$ cat config.mk
export PLATFORM = sky130hd
export DESIGN_NAME = alu_arbiter
export DESIGN_NICKNAME = d
export VERILOG_FILES = /design/src/rtl/alu_arb_pkg.sv /design/src/rtl/alu_arb_rr_pick.sv /design/src/rtl/alu_arbiter.sv
export SDC_FILE = /design/constraint.sdc
export NUM_CORES = 1
export LEC_CHECK = 0
export BUFFER_PORTS_ARGS = -buffer_cell sky130_fd_sc_hd__buf_2
export CAP_MARGIN = 20
export CELL_PAD_IN_SITES_DETAIL_PLACEMENT = 1
export CELL_PAD_IN_SITES_GLOBAL_PLACEMENT = 1
export CORE_MARGIN = 4
export CORE_UTILIZATION = 33
export CTS_BUF_LIST = sky130_fd_sc_hd__clkbuf_16
export CTS_CLUSTER_SIZE = 14
export DETAILED_ROUTE_END_ITERATION = 10
export GPL_TIMING_DRIVEN = 1
export PLACE_DENSITY_LB_ADDON = 0.1
export SYNTH_ARGS = -nofsm -noshare
export SYNTH_HDL_FRONTEND = slang
export SYNTH_HIERARCHICAL = 1
export SYNTH_SLANG_ARGS = --single-unit
$ cat constraint.sdc
create_clock -name clk -period 2 [get_ports clk]
set_input_delay 0.4 -clock clk [delete_from_list [all_inputs] [get_ports clk]]
set_output_delay 0.4 -clock clk [all_outputs]
set_load 0.005 [all_outputs]
$ cat src/rtl/alu_arb_pkg.sv
// rtl/alu_arb_pkg.sv - shared opcodes, FSM state type and width defaults for alu_arbiter
package alu_arb_pkg;

    localparam int DATA_W_DEF = 32;
    localparam int OP_W_DEF   = 3;

    localparam logic [2:0] ALU_ADD = 3'b000;
    localparam logic [2:0] ALU_SUB = 3'b100;
    localparam logic [2:0] ALU_AND = 3'b001;
    localparam logic [2:0] ALU_OR  = 3'b101;
    localparam logic [2:0] ALU_XOR = 3'b010;
    localparam logic [2:0] ALU_LUI = 3'b110;

    typedef enum logic [1:0] {
        IDLE = 2'd0,
        EXEC = 2'd1,
        RESP = 2'd2
    } state_e;

    // 011 and 111 have no ALU meaning; only the optional error path looks at this
    function automatic logic is_illegal_op(input logic [2:0] op);
        return (op == 3'b011) || (op == 3'b111);
    endfunction

endpackage

$ cat src/rtl/alu_arb_rr_pick.sv
// rtl/alu_arb_rr_pick.sv - combinational 2-way round-robin grant
module alu_arb_rr_pick (
    input  logic valid0,
    input  logic valid1,
    input  logic last_grant,
    output logic grant0,
    output logic grant1
);

    // On a tie the requester that did not win last time is served
    always_comb begin
        grant0 = valid0 & (~valid1 | last_grant);
        grant1 = valid1 & (~valid0 | ~last_grant);
    end

endmodule

$ cat src/rtl/alu_arbiter.sv
// rtl/alu_arbiter.sv - round-robin sharing of one ALU between two requesters (option: ALU_ARB_ILLEGAL_OP_EN)
module alu_arbiter
    import alu_arb_pkg::*;
#(
    parameter int DATA_W = DATA_W_DEF,
    parameter int OP_W   = OP_W_DEF,
    parameter int CNT_W  = 16
) (
    input  logic              clk,
    input  logic              rst_n,
    input  logic              req0_valid,
    output logic              req0_ready,
    input  logic [OP_W-1:0]   req0_op,
    input  logic [DATA_W-1:0] req0_a,
    input  logic [DATA_W-1:0] req0_b,
    input  logic              req1_valid,
    output logic              req1_ready,
    input  logic [OP_W-1:0]   req1_op,
    input  logic [DATA_W-1:0] req1_a,
    input  logic [DATA_W-1:0] req1_b,
    output logic [DATA_W-1:0] alu_a,
    output logic [DATA_W-1:0] alu_b,
    output logic [OP_W-1:0]   alu_op,
    input  logic [DATA_W-1:0] alu_result,
    input  logic              alu_zero,
    output logic              rsp_valid,
    input  logic              rsp_ready,
    output logic              rsp_id,
    output logic [DATA_W-1:0] rsp_result,
    output logic              rsp_zero,
    output logic              rsp_err,
    output logic [CNT_W-1:0]  op_count
);

    state_e            state_q, state_d;
    logic              last_grant_q, last_grant_d;
    logic              lat_id_q, lat_id_d;
    logic [DATA_W-1:0] alu_a_q, alu_a_d;
    logic [DATA_W-1:0] alu_b_q, alu_b_d;
    logic [OP_W-1:0]   alu_op_q, alu_op_d;
    logic              rsp_id_q, rsp_id_d;
    logic [DATA_W-1:0] rsp_result_q, rsp_result_d;
    logic              rsp_zero_q, rsp_zero_d;
    logic [CNT_W-1:0]  op_count_q, op_count_d;

    logic              grant0, grant1;
    logic              accept;
    logic [OP_W-1:0]   sel_op;
    logic [DATA_W-1:0] sel_a, sel_b;

    alu_arb_rr_pick u_rr_pick (
        .valid0     (req0_valid),
        .valid1     (req1_valid),
        .last_grant (last_grant_q),
        .grant0     (grant0),
        .grant1     (grant1)
    );

    always_comb begin
        req0_ready = (state_q == IDLE) & grant0;
        req1_ready = (state_q == IDLE) & grant1;
        accept     = req0_ready | req1_ready;
        sel_op     = grant1 ? req1_op : req0_op;
        sel_a      = grant1 ? req1_a  : req0_a;
        sel_b      = grant1 ? req1_b  : req0_b;
    end

`ifdef ALU_ARB_ILLEGAL_OP_EN
    logic lat_err_q, lat_err_d;
    logic rsp_err_q, rsp_err_d;
    logic sel_illegal;

    always_comb begin
        sel_illegal = is_illegal_op(3'(sel_op));
    end
`endif

    always_comb begin
        state_d      = state_q;
        last_grant_d = last_grant_q;
        lat_id_d     = lat_id_q;
        alu_a_d      = alu_a_q;
        alu_b_d      = alu_b_q;
        alu_op_d     = alu_op_q;
        rsp_id_d     = rsp_id_q;
        rsp_result_d = rsp_result_q;
        rsp_zero_d   = rsp_zero_q;
        op_count_d   = op_count_q;
`ifdef ALU_ARB_ILLEGAL_OP_EN
        lat_err_d    = lat_err_q;
        rsp_err_d    = rsp_err_q;
`endif
        case (state_q)
            IDLE: begin
                if (accept) begin
                    state_d      = EXEC;
                    last_grant_d = grant1;
                    lat_id_d     = grant1;
`ifdef ALU_ARB_ILLEGAL_OP_EN
                    lat_err_d    = sel_illegal;
                    // An illegal op never reaches the ALU, so its inputs keep their old values
                    if (!sel_illegal) begin
                        alu_a_d  = sel_a;
                        alu_b_d  = sel_b;
                        alu_op_d = sel_op;
                    end
`else
                    alu_a_d      = sel_a;
                    alu_b_d      = sel_b;
                    alu_op_d     = sel_op;
`endif
                end
            end
            EXEC: begin
                state_d  = RESP;
                rsp_id_d = lat_id_q;
`ifdef ALU_ARB_ILLEGAL_OP_EN
                rsp_err_d    = lat_err_q;
                rsp_result_d = lat_err_q ? '0   : alu_result;
                rsp_zero_d   = lat_err_q ? 1'b1 : alu_zero;
`else
                rsp_result_d = alu_result;
                rsp_zero_d   = alu_zero;
`endif
            end
            RESP: begin
                if (rsp_ready) begin
                    state_d    = IDLE;
                    op_count_d = op_count_q + 1'b1;
                end
            end
            default: state_d = IDLE;
        endcase
    end

    always_ff @(posedge clk or negedge rst_n) begin
        if (!rst_n) begin
            state_q      <= IDLE;
            last_grant_q <= 1'b1;
            lat_id_q     <= 1'b0;
            alu_a_q      <= '0;
            alu_b_q      <= '0;
            alu_op_q     <= '0;
            rsp_id_q     <= 1'b0;
            rsp_result_q <= '0;
            rsp_zero_q   <= 1'b0;
            op_count_q   <= '0;
        end else begin
            state_q      <= state_d;
            last_grant_q <= last_grant_d;
            lat_id_q     <= lat_id_d;
            alu_a_q      <= alu_a_d;
            alu_b_q      <= alu_b_d;
            alu_op_q     <= alu_op_d;
            rsp_id_q     <= rsp_id_d;
            rsp_result_q <= rsp_result_d;
            rsp_zero_q   <= rsp_zero_d;
            op_count_q   <= op_count_d;
        end
    end

`ifdef ALU_ARB_ILLEGAL_OP_EN
    always_ff @(posedge clk or negedge rst_n) begin
        if (!rst_n) begin
            lat_err_q <= 1'b0;
            rsp_err_q <= 1'b0;
        end else begin
            lat_err_q <= lat_err_d;
            rsp_err_q <= rsp_err_d;
        end
    end

    assign rsp_err = rsp_err_q;
`else
    assign rsp_err = 1'b0;
`endif

    assign alu_a      = alu_a_q;
    assign alu_b      = alu_b_q;
    assign alu_op     = alu_op_q;
    assign rsp_valid  = (state_q == RESP);
    assign rsp_id     = rsp_id_q;
    assign rsp_result = rsp_result_q;
    assign rsp_zero   = rsp_zero_q;
    assign op_count   = op_count_q;

endmodule

# Yosys cells after proc, flatten, opt, wreduce, memory -nomap -nowiden
# Index checks and enable logic that the tools add are counted.
dict set report totals {
  regBits 121
  inputBits 172
  latch_bits 0
  elab_cells 35
  mem_bits_ro 0
  out_inout_bits 121
  mem_count 0
  ram_bits 0
}
dict set report classes {
  n_div 0
  add_sub_neg 1
  eq_ne 4
  n_bitwise 10
  order_cmp 0
  mul 0
  reduce_logical 4
  shift 0
  n_mux 6
}
# cell n
set ops {}
lappend ops {{$mux 32} 2}
lappend ops {{$add 16x1->16 const B} 1}
lappend ops {{$pmux 2 s3} 1}
lappend ops {{$reduce_and 2->1} 3}
lappend ops {{$and 1x1->1} 4}
lappend ops {{$mux 2} 2}
lappend ops {{$mux 3} 1}
lappend ops {{$not 1->1} 3}
lappend ops {{$or 1x1->1} 3}
lappend ops {{$eq 2x1->1 const B} 1}
lappend ops {{$eq 2x2->1 const B} 1}
lappend ops {{$logic_not 2->1} 1}
lappend ops {{$ne 2x1->1 const B} 1}
lappend ops {{$ne 2x2->1 const B} 1}

# Depth between registers and ports, before layout
dict set report logic_depth {
  ltp_word 7
  ltp_mapped 7
  mapped_depth_nobuf 5
}

# Hierarchy
# Netlist, hierarchy kept.
# mod area_each_um2 n_inst cells_each seq_area_each_um2
set by_module_without_submodules {}
lappend by_module_without_submodules {alu_arbiter 5227.5 1 438 3029.2}
lappend by_module_without_submodules {alu_arb_rr_pick 18.8 1 3 0.0}

# Worst setup path before layout
# No wires, ideal clock.
dict set report synth_timing {
  path_type {register to register}
  start {reg last_grant_q}
  end {reg alu_a_q[0] (netlist: alu_a[0])}
  arrival_ps 1418
  setup_time_ps 77
  path_slack_ps 505
  n_path_buf 4
  required_time_ps 1923
  synth_period_minus_slack_ps 1495
  path_stages_with_launch 8
  cell_sequence {dfstp_2 > a21boi_0 > buf_2 > o21a_1 > buf_2 > buf_6 > buf_4 > a21oi_1}
}
dict set report synth_between {
  elab_chain_len 6
  word_cells_on_any_way 10
  cone_classes {mux: 1; bitwise: 8; reduce/logical: 1}
}
# item line_no
set synth_rtl {}
lappend synth_rtl {{start, declared} alu_arbiter.sv:36} ;# logic last_grant_q, last_grant_d;
lappend synth_rtl {{start signal, assigned} alu_arbiter.sv:150} ;# last_grant_q <= last_grant_d;
lappend synth_rtl {{$not 1->1 (*)} alu_arb_rr_pick.sv:13} ;# grant1 = valid1 & (~valid0 | ~last_grant);
lappend synth_rtl {{$or 1x1->1 (*)} alu_arb_rr_pick.sv:13}
lappend synth_rtl {{$and 1x1->1 (*)} alu_arb_rr_pick.sv:13}
lappend synth_rtl {{net grant1} alu_arbiter.sv:46} ;# logic grant0, grant1;
lappend synth_rtl {{$and 1x1->1} alu_arbiter.sv:61} ;# req1_ready = (state_q == IDLE) & grant1;
lappend synth_rtl {{$or 1x1->1} alu_arbiter.sv:62} ;# accept = req0_ready | req1_ready;
lappend synth_rtl {{$reduce_and 2->1 (no source line)} --}
lappend synth_rtl {{end signal, assigned} alu_arbiter.sv:152} ;# alu_a_q <= alu_a_d;
lappend synth_rtl {{end, declared} alu_arbiter.sv:38} ;# logic [DATA_W-1:0] alu_a_q, alu_a_d;
# The timed path passes the listed nets; every way through them passes the cells marked *.
# A chain may end at the register's enable or synchronous reset.

# Worst setup path in the final report
dict set report layout_timing {
  start {reg last_grant_q}
  end {out req0_ready}
}
dict set report layout_between {
  elab_chain_len 3
}
# item line_no
set layout_rtl {}
lappend layout_rtl {{$or 1x1->1} alu_arb_rr_pick.sv:12} ;# grant0 = valid0 & (~valid1 | last_grant);
lappend layout_rtl {{$and 1x1->1} alu_arb_rr_pick.sv:12}
lappend layout_rtl {{net grant0} alu_arbiter.sv:46}
lappend layout_rtl {{$and 1x1->1} alu_arbiter.sv:60} ;# req0_ready = (state_q == IDLE) & grant0;
lappend layout_rtl {{end, declared} alu_arbiter.sv:12} ;# output logic req0_ready,
# The timed path passes the listed nets, and every way through them passes these cells.

==> reports/qor.csv <==
stage;metric;value;unit
clocking;CTS max path bufs;2;
floorplan;Cell Rows;45;
setup_path;Crit path max-delay family;flip-flops;
timing;Final min period;1.91;ns
worst_hold_path;HP Class;input pin to flip-flop;
run_status;status;completed;
finish;Layout area overhead;42.7;%
drt;routed wire length;16200;µm
floorplan;core area;15400;µm²
global_route;grt ovf;0;
setup_path;WP data arrival;1.51;ns
global_route;initial antenna violation count;1;
setup_path;reg2reg setup slack;0.39;ns
timing;Pins Over Slew Limit;0;
timing;Fin Hold WS;0.231;ns
clocking;Clk Tree Root Cell;clkbuf_16;
finish;diode count;0;
drt;mean routed wirelength per cell;16.9;µm
floorplan;Initial Utilization;34.1;%
power;PwrDens;1480;nW/µm²
setup_path;Reg-to-Reg End;alu_a[5];
power;maximum vdd ir drop;0.000839;V
finish;commonest non-fill, non-tap cell in the layout;buf_2;
drt;total number of vias;4443;
finish;area of the multi-input gates;2050;µm²
yosys;Unique masters post-synth;29;
place;Port Buf Inserts;291;
drt;vias per inst;4.65;
place;hpwl dp;12600;µm
run;maxcap violations;0;
clocking;H-tree Lvls;4;
timing;# setup viols final;0;
yosys;Post-Syn Nets;614;
power;Leakage;3.74;nW
drt;Initial DRC Count;98;
yosys;Post-Syn Instances;441;
global_route;largest net degree at the start of global routing;70;
setup_path;slowest CP cell;dfstp_2;
yosys;register bit total from synthesis;121;
floorplan;die width;134;µm
drt;DRC Markers;0;
setup_path;Reg2Reg Depth;5;
setup_path;cell repeated most along the worst path;inv_1;
global_route;vias in the first global route;4872;
floorplan;die area;18000;µm²
timing;final period utilization;95.6;%
finish;layout cells sized above 1;49.4;%
global_route;global-route wire length before repair;25300;µm
timing;final hold violations;0;
setup_path;launch point of the worst reg-to-reg path;last_grant_q;
setup_path;CP bufs+invs;3;
place;placed insts;925;
drt;DRT Pass-1 Iters;6;
finish;# fillers;1780;
timing;post-route setup slack;0.0882;ns
clocking;CTS buffer count;17;
finish;commonest non-fill, non-tap cells in the layout;buf_2, dfrtp_1, nor2_1;
setup_path;Setup crit start kind;flip-flop;
global_route;GRT Util Overall;17.9;%
worst_hold_path;hold path start;alu_result[14];
yosys;Seq/Total Area, Yosys;57.7;%
yosys;Synth Warn #;6;
yosys;syn_area_per_cell;11.9;µm²
setup_path;Max stage delay on crit path;0.56;ns
setup_path;worst-path fanout max;3;
timing;unrepaired setup endpoints after global routing;no;
timing;FMAX;0.523;GHz
place;dpl ws;0.222;ns
clocking;Skew-Pair Late Insertion Delay;0.40;ns
drt;final antenna-violating net count;0;
floorplan;IO Count;293;
worst_hold_path;hold path depth;2;
setup_path;CP required;1.60;ns
finish;fin util;48.7;%
yosys;Synth Cell Area;5250;µm²
floorplan;die height;134;µm
worst_hold_path;WHS Endpoint;rsp_result[14];
setup_path;endpoint type of the worst setup path;output port;
clocking;clock slew at reported path FFs;0.05;ns
finish;register area;3030;µm²
clocking;clock sink count;121;
place;routability cong.;0.771;
setup_path;CP Cell Sequence;inv_1, a21boi_2, nand2_2, inv_1, buf_2;
timing;Worst Skew;0.00465;ns
finish;fin nets;907;
setup_path;WS Path Type;flip-flop to output port;
finish;non-filler cells in the finished layout;956;
clocking;CTS tree;yes;
timing;Setup TNS;0;ns
[stage by stage]
stage	area [µm²]	power (mW)
2_1_floorplan	5250	6.54
3_3_place_gp	6950	8.35
3_5_place_dp	6950	8.54
4_1_cts	7480	11.3
5_1_grt	7490	12.0
6_report	7490	11.1
[power breakdown]
part / leakage (nW) / switching, mW / internal [mW]
registers: 1.39 / 0.612 / 3.59
clock network: 0.255 / 1.02 / 1.66
logic: 2.10 / 2.15 / 2.06
[state kept, by name, summed over array words and instances (netlist names)]
register      flops
lat_id_q          1
last_grant_q      1
rsp_zero          1
alu_a            32
alu_op            3
rsp_result       32
rsp_id            1
op_count         16
alu_b            32
state_q           2
[cells in the mapped netlist, drive strengths merged]
cell	count	area (µm²)
dfrtp	120	3000
conb	1	3.75
and3	2	12.5
a21oi	67	335
mux2i	67	671
a21boi	2	15.0
buf	28	173
xor2	5	43.8
ha	1	12.5
dfstp	1	26.3
and4	4	35.0
a21o	2	15.0
mux2	35	394
inv	4	15.0
nand4	1	6.26
o21ai	1	5.00
nand2	6	22.5
and2	1	6.26
nor4	1	21.3
nor3	2	10.0
nor2	70	263
o21a	1	7.51
nand3	6	30.0
xnor2	10	87.6
nand2b	2	12.5
nand3b	1	20.0
[layout make-up]
cell class / instances / share of cell area [%]
timing repair buffer: 302 / 21.5
sequential: 121 / 40.5
multi-input combinational: 288 / 27.4
inverter: 4 / 0.201
tap: 211 / 3.53
clock buffer: 17 / 5.68
clock inverter: 13 / 1.22
[cells by family (layout without fill, tap and decap cells)]
group,Yosys count,count (layout),share of synthesized area [%]
flops,121,121,57.7
fa+ha+maj,1,1,0.238
buf+inv,32,336,3.58
other cells,1,1,0.0715
compound gates,73,73,7.20
xor+xnor,15,15,2.50
mux,102,102,20.3
simple gates,96,96,8.37
[worst reg2reg max path, stage by stage (launching register included)]
cell	delay, ns
dfstp_2	0.38
a21boi_4	0.29
buf_12	0.27
buf_4	0.22
mux2i_1	0.22
a21oi_1	0.09
[metal layers]
metal / GRT usage, % / vias to the layer above / wire [µm]
met4: 5.66 / 2 / 250
met2: 31.9 / 174 / 8500
met5: 0 / - / 13
li1: - / 2109 / -
met3: 6.00 / 20 / 1290
met1: 20.4 / 2138 / 6110
[what timing repair did]
| action | 4_1_cts | 5_1_grt |
|---|---|---|
| setup endpoints to repair | 1 | 1 |
| pin swaps | 0 | 1 |
| setup buffers | 0 | 0 |
| hold buffers | 1 | 0 |
| gates resized for setup | 1 | 1 |
| hold endpoints to repair | 9 | 0 |
[worst max-delay path by stage]
stage	start	end	slack, ns	cells after the start
2_1_floorplan	last_grant_q	alu_a[0]	0.50	7
3_3_place_gp	req0_valid	alu_a[5]	0.33	6
4_1_cts	last_grant_q	req0_ready	0.02	5
3_5_place_dp	req0_valid	alu_a[5]	0.22	6
5_1_grt	state_q[1]	req1_ready	0.009	3
6_report	last_grant_q	req0_ready	0.09	5
No activity file was read; power rests on OpenSTA's default activity.
